===== src/rtl/mac_result_drain_pkg.sv =====
// Shared constants for the MAC result drain: precision modes, lane geometry
// and drain FSM states.
package mac_result_drain_pkg;

   localparam int IN_W      = 128;
   localparam int OUT_W     = 20;
   localparam int CNT_W     = 16;

   localparam int LANE_W_2B = 8;
   localparam int LANE_W_4B = 12;
   localparam int LANE_W_8B = 20;

   localparam int LANES_2B  = 16;
   localparam int LANES_4B  = 4;
   localparam int LANES_8B  = 1;

   typedef enum logic [1:0] {
      MODE_2B  = 2'b00,
      MODE_4B  = 2'b01,
      MODE_8B  = 2'b10,
      MODE_ILL = 2'b11
   } mode_e;

   typedef enum logic {
      ST_IDLE  = 1'b0,
      ST_DRAIN = 1'b1
   } state_e;

   // Index of the final lane for a given precision mode.
   function automatic logic [3:0] last_lane(input logic [1:0] m);
      case (m)
         MODE_2B: last_lane = 4'(LANES_2B - 1);
         MODE_4B: last_lane = 4'(LANES_4B - 1);
         default: last_lane = 4'(LANES_8B - 1);
      endcase
   endfunction

endpackage


===== src/rtl/mac_result_drain_lane_select.sv =====
// Combinational lane picker: extracts lane k of the captured accumulator word
// for the current precision and sign-extends it to the output width.
module rfu_lane_select
   import mac_result_drain_pkg::*;
(
   input  logic [IN_W-1:0]  data,
   input  logic [1:0]       mode,
   input  logic [3:0]       lane,
   output logic [OUT_W-1:0] value
);

   logic [6:0]           base_2b;
   logic [6:0]           base_4b;
   logic [LANE_W_2B-1:0] lane_2b;
   logic [LANE_W_4B-1:0] lane_4b;

   always_comb begin
      base_2b = {lane, 3'b000};
      base_4b = {5'b00000, lane[1:0]} * 7'd12;
      lane_2b = data[base_2b +: LANE_W_2B];
      lane_4b = data[base_4b +: LANE_W_4B];
      case (mode)
         MODE_2B: value = {{(OUT_W - LANE_W_2B){lane_2b[LANE_W_2B-1]}}, lane_2b};
         MODE_4B: value = {{(OUT_W - LANE_W_4B){lane_4b[LANE_W_4B-1]}}, lane_4b};
         MODE_8B: value = data[LANE_W_8B-1:0];
         default: value = '0;
      endcase
   end

endmodule


===== src/rtl/mac_result_drain.sv =====
// Accepts one packed accumulator result at a time and streams its lanes out,
// one sign-extended lane per handshake, in ascending lane order.
module mac_result_drain
   import mac_result_drain_pkg::*;
(
   input  logic         clk,
   input  logic         nrst,
   input  logic         in_valid,
   output logic         in_ready,
   input  logic [127:0] in_data,
   input  logic [1:0]   mode,
   output logic         out_valid,
   input  logic         out_ready,
   output logic [19:0]  out_data,
   output logic [3:0]   out_lane,
   output logic         out_last,
   output logic         err_mode,
   output logic [15:0]  result_count
);

   state_e            state_q, state_d;
   logic              in_ready_q, in_ready_d;
   logic              out_valid_q, out_valid_d;
   logic [3:0]        lane_q, lane_d;
   logic [IN_W-1:0]   data_q, data_d;
   logic [1:0]        mode_q, mode_d;
   logic              err_mode_q, err_mode_d;
   logic [CNT_W-1:0]  result_count_q, result_count_d;

   logic              accept;
   logic              lane_hs;
   logic              is_last;
   logic [OUT_W-1:0]  lane_val;

   assign accept  = in_valid && in_ready_q;
   assign lane_hs = out_valid_q && out_ready;
   assign is_last = (lane_q == last_lane(mode_q));

   rfu_lane_select u_lane_select (
      .data  (data_q),
      .mode  (mode_q),
      .lane  (lane_q),
      .value (lane_val)
   );

   always_comb begin
      state_d        = state_q;
      in_ready_d     = in_ready_q;
      out_valid_d    = out_valid_q;
      lane_d         = lane_q;
      data_d         = data_q;
      mode_d         = mode_q;
      err_mode_d     = 1'b0;
      result_count_d = result_count_q;
      case (state_q)
         ST_IDLE: begin
            // in_ready rises on the first edge out of reset and stays up in IDLE
            in_ready_d = 1'b1;
            if (accept) begin
               data_d = in_data;
               mode_d = mode;
               if (mode == MODE_ILL) begin
                  err_mode_d = 1'b1;
               end else begin
                  state_d        = ST_DRAIN;
                  in_ready_d     = 1'b0;
                  out_valid_d    = 1'b1;
                  lane_d         = 4'd0;
                  result_count_d = result_count_q + 16'd1;
               end
            end
         end
         ST_DRAIN: begin
            if (lane_hs) begin
               if (is_last) begin
                  state_d     = ST_IDLE;
                  out_valid_d = 1'b0;
                  in_ready_d  = 1'b1;
                  lane_d      = 4'd0;
               end else begin
                  lane_d = lane_q + 4'd1;
               end
            end
         end
         default: state_d = ST_IDLE;
      endcase
   end

   always_ff @(posedge clk or negedge nrst) begin
      if (!nrst) begin
         state_q        <= ST_IDLE;
         in_ready_q     <= 1'b0;
         out_valid_q    <= 1'b0;
         lane_q         <= 4'd0;
         data_q         <= '0;
         mode_q         <= 2'b00;
         err_mode_q     <= 1'b0;
         result_count_q <= '0;
      end else begin
         state_q        <= state_d;
         in_ready_q     <= in_ready_d;
         out_valid_q    <= out_valid_d;
         lane_q         <= lane_d;
         data_q         <= data_d;
         mode_q         <= mode_d;
         err_mode_q     <= err_mode_d;
         result_count_q <= result_count_d;
      end
   end

   assign in_ready     = in_ready_q;
   assign out_valid    = out_valid_q;
   assign out_data     = out_valid_q ? lane_val : '0;
   assign out_lane     = lane_q;
   assign out_last     = out_valid_q && is_last;
   assign err_mode     = err_mode_q;
   assign result_count = result_count_q;

endmodule


===== config.mk =====
export PLATFORM = sky130hd
export DESIGN_NAME = mac_result_drain
export DESIGN_NICKNAME = d
export VERILOG_FILES = /design/src/rtl/mac_result_drain_pkg.sv /design/src/rtl/mac_result_drain_lane_select.sv /design/src/rtl/mac_result_drain.sv
export SDC_FILE = /design/constraint.sdc
export NUM_CORES = 1
export LEC_CHECK = 0
export CAP_MARGIN = 10
export CORE_UTILIZATION = 55
export DETAILED_ROUTE_END_ITERATION = 10
export PLACE_DENSITY = 0.91
export SLEW_MARGIN = 20
export SYNTH_ARGS = -nofsm -noshare
export SYNTH_HDL_FRONTEND = slang
export SYNTH_SLANG_ARGS = --single-unit

===== constraint.sdc =====
create_clock -name clk -period 4.4 [get_ports clk]
set_input_delay 0.66 -clock clk [delete_from_list [all_inputs] [get_ports clk]]
set_output_delay 0.66 -clock clk [all_outputs]
set_load 0.005 [all_outputs]

==> summary.md <==
| Metric | Value |
|---|---|
| H-tree Lvls | `4` |
| Share of the synthesized area in the top cell type | `0.501` |
| CTS tree | `done` |
| Vias | `5701` |
| Fin crit share | `0.838` |
| Clock-pin transition on the worst setup and hold timing paths | `0.06 ns` |
| Cts hold-fix bufs | `0` |
| Initial DRC count | `559` |
| WP data arrival | `3.03 ns` |
| Maximum vdd drop | `375 µV` |
| Endpoints failing setup | `0` |
| Num rows | `42` |
| Post-synthesis register bit count | `154` |
| Worst Setup Start Kind | `flip-flop` |
| Hold/Removal Path Class | `in2async` |
| Ys flop type | `dfrtp_1` |
| Post-Route Utilization | `0.751` |
| Antenna diodes | `0` |
| Syn_nets | `710` |
| Cell family contributing the most delay on the critical path | `flip-flops` |
| CP max FO | `46` |
| Status | `completed` |
| Register area share after synthesis | `0.501` |
| Slowest CP cell | `dfrtp_2` |
| CTS Buf Count | `17` |
| DP HPWL | `14700 µm` |
| Yosys warns | `0` |
| Antenna violations before repair | `0` |
| Post-CTS setup buffers | `0` |
| Max Clock Skew | `0.00568 ns` |
| Syn Inst Count | `574` |
| Final min period | `3.69 ns` |
| Max Buffers Root-to-Sink | `2` |
| Ys async rst share | `1.00` |
| Die area | `14500 µm²` |
| # placed instances | `892` |
| Top-count cell post-synth | `dfrtp_1` |
| GPL Wtd Cong | `0.942` |
| Total Wirelength | `20700 µm` |
| Drt pass-1 iters | `5` |
| CP Depth | `5` |
| Worst setup EP type | `output port` |
| Starting Density | `0.572` |
| Pin count of the biggest net entering global routing | `100` |
| Root buf cell | `clkbuf_16` |
| Die height | `120 µm` |
| Overflow left after global routing | `0` |
| I/O pins | `178` |
| Reg2reg path depth | `4` |
| Tot Pwr | `7170 µW` |
| Top cells by count, synth | `154 x dfrtp_1, 145 x mux2_2, 30 x nand2_1, 25 x mux4_2, 25 x o21ai_0` |
| Layout area overhead | `31.3%` |
| Number of global-route vias before repair | `5937` |
| Ranking of synthesized cells by area | `dfrtp_1 50%, mux2_2 21%, mux4_2 7.3%` |
| Die W | `120 µm` |
| Yosys cell types | `49` |
| Net count reported at finish | `871` |
| Fmax | `271 MHz` |
| Buf/Inv on CP | `1` |
| Pwr dens | `710 nW/µm²` |
| Worst slew pin tran | `0.985 ns` |
| Max cap viols | `0` |
| Leading area contributor after synthesis | `dfrtp_1` |
| Worst slew margin | `0.343` |
| First-pass GRT wire length | `32500 µm` |
| CORE AREA | `13500 µm²` |
| Worst skew pair latency | `0.42 ns` |
| All-Layer GR Usage | `0.303` |
| Clock tree sinks | `154` |
| RSZ-0062 raised after global routing | `no` |
| Syn_area_per_cell | `13.4 µm²` |
| Number of remaining DRC errors | `0` |
| Buffers on Ports | `177` |
| Critical path type | `reg2out` |
| Worst-path cell chain | `nor2b_1 -> a22o_1 -> a22oi_1 -> o211ai_1 -> clkdlybuf4s50_1` |
| Post-route ant nets | `0` |
| Pins over their slew limit | `0` |
| Mapped Area | `7690 µm²` |
| Layout cells sized above 1 | `0.286` |
| Mean number of vias per cell | `6.18` |
| Max incr delay on CP | `1.01 ns` |
| Critical Path RT | `3.74 ns` |
| PostCTS Resize Cnt | `0` |
| Final hold viol count | `0` |
| Routed WL per cell | `22.5 µm` |
| Setup TNS | `0 ns` |
| Pleak | `0.00412 µW` |
| Post-synth EDFFs | `0` |
| Non-Filler Instances | `922` |
## worst register-to-register path, stage by stage (launching register included)
cell and delay, ns:
dfrtp_2 1.01, nand2_4 0.08, or4_1 0.64, a41oi_1 0.30
o22ai_1 0.13
## final timing paths
kind	startpoint	endpoint	slack (ns)
min in group clk	result_count[12]$_DFFE_PN0P_	result_count[12]$_DFFE_PN0P_	0.50
max in group asynchronous	nrst	data_q[105]$_DFFE_PN0P_	3.07
setup / recovery	out_lane[1]$_DFFE_PN0P_	out_data[6]	0.71
hold reg to reg	result_count[12]$_DFFE_PN0P_	result_count[12]$_DFFE_PN0P_	0.50
hold / removal	nrst	data_q[113]$_DFFE_PN0P_	0.31
setup reg to reg	out_lane[1]$_DFFE_PN0P_	out_lane[2]$_DFFE_PN0P_	2.09
## stage by stage
stage          hold WS [ns]  instance area, µm²  setup slack [ns]
3_3_place_gp          0.462                9540              1.22
6_report              0.307               10100             0.712
4_1_cts               0.329               10100             0.679
3_5_place_dp          0.482                9540              1.16
2_1_floorplan         0.364                7690              2.06
5_1_grt               0.373               10100             0.559
## cell usage in the layout (no fill, tap or decap), types with 6 or more instances in the layout
cell type	count
xor2_1	6
xnor2_1	9
a22oi_1	11
o211ai_1	7
a22o_1	6
mux4_1	6
clkbuf_16	17
mux2_2	145
nor2_1	7
inv_1	7
nand3_1	13
nor2b_1	7
nand2_1	30
clkdlybuf4s50_1	176
mux2i_1	8
o21ai_0	25
dfrtp_1	152
mux4_2	25
a21oi_1	16
## final cells by class
type / instances / area (µm²)
sequential: 154 / 3860
multi-input combinational: 372 / 3600
fill: 866 / 3350
timing repair buffer: 183 / 1840
clock buffer: 21 / 460
tap: 176 / 220
clock inverter: 9 / 100
inverter: 7 / 26.3
## logic make-up (layout without fill, tap and decap cells)
family,after synthesis,after routing,synth area share
buffers and inverters,48,220,0.0320
AO/OA/AOI/OAI,86,86,0.0730
flip-flops,154,154,0.501
adder cells (fa/ha/maj),2,2,0.00325
XOR/XNOR,15,15,0.0171
multiplexers,184,184,0.316
AND/OR/NAND/NOR,85,85,0.0574
## where the power goes
part | internal [µW] | leakage, µW | switching [µW]
registers | 2070 | 0.00186 | 681
logic | 1840 | 0.00199 | 1180
clock network | 852 | 0.000274 | 541
total | 4770 | 0.00412 | 2410
## metal layers
metal / GRT usage / wire, µm / vias up
met2: 0.486 / 10100 / 343
met5: 0 / 0 / -
li1: - / - / 2469
met1: 0.391 / 8120 / 2832
met3: 0.0679 / 1790 / 57
met4: 0.144 / 727 / 0
## flip-flops by register name, indices dropped and copies added (netlist names)
register / count
data_q: 128
err_mode: 1
in_ready: 1
mode_q: 2
out_lane: 4
out_valid: 1
result_count: 16
state_q: 1
No activity file was read; power rests on OpenSTA's default activity.
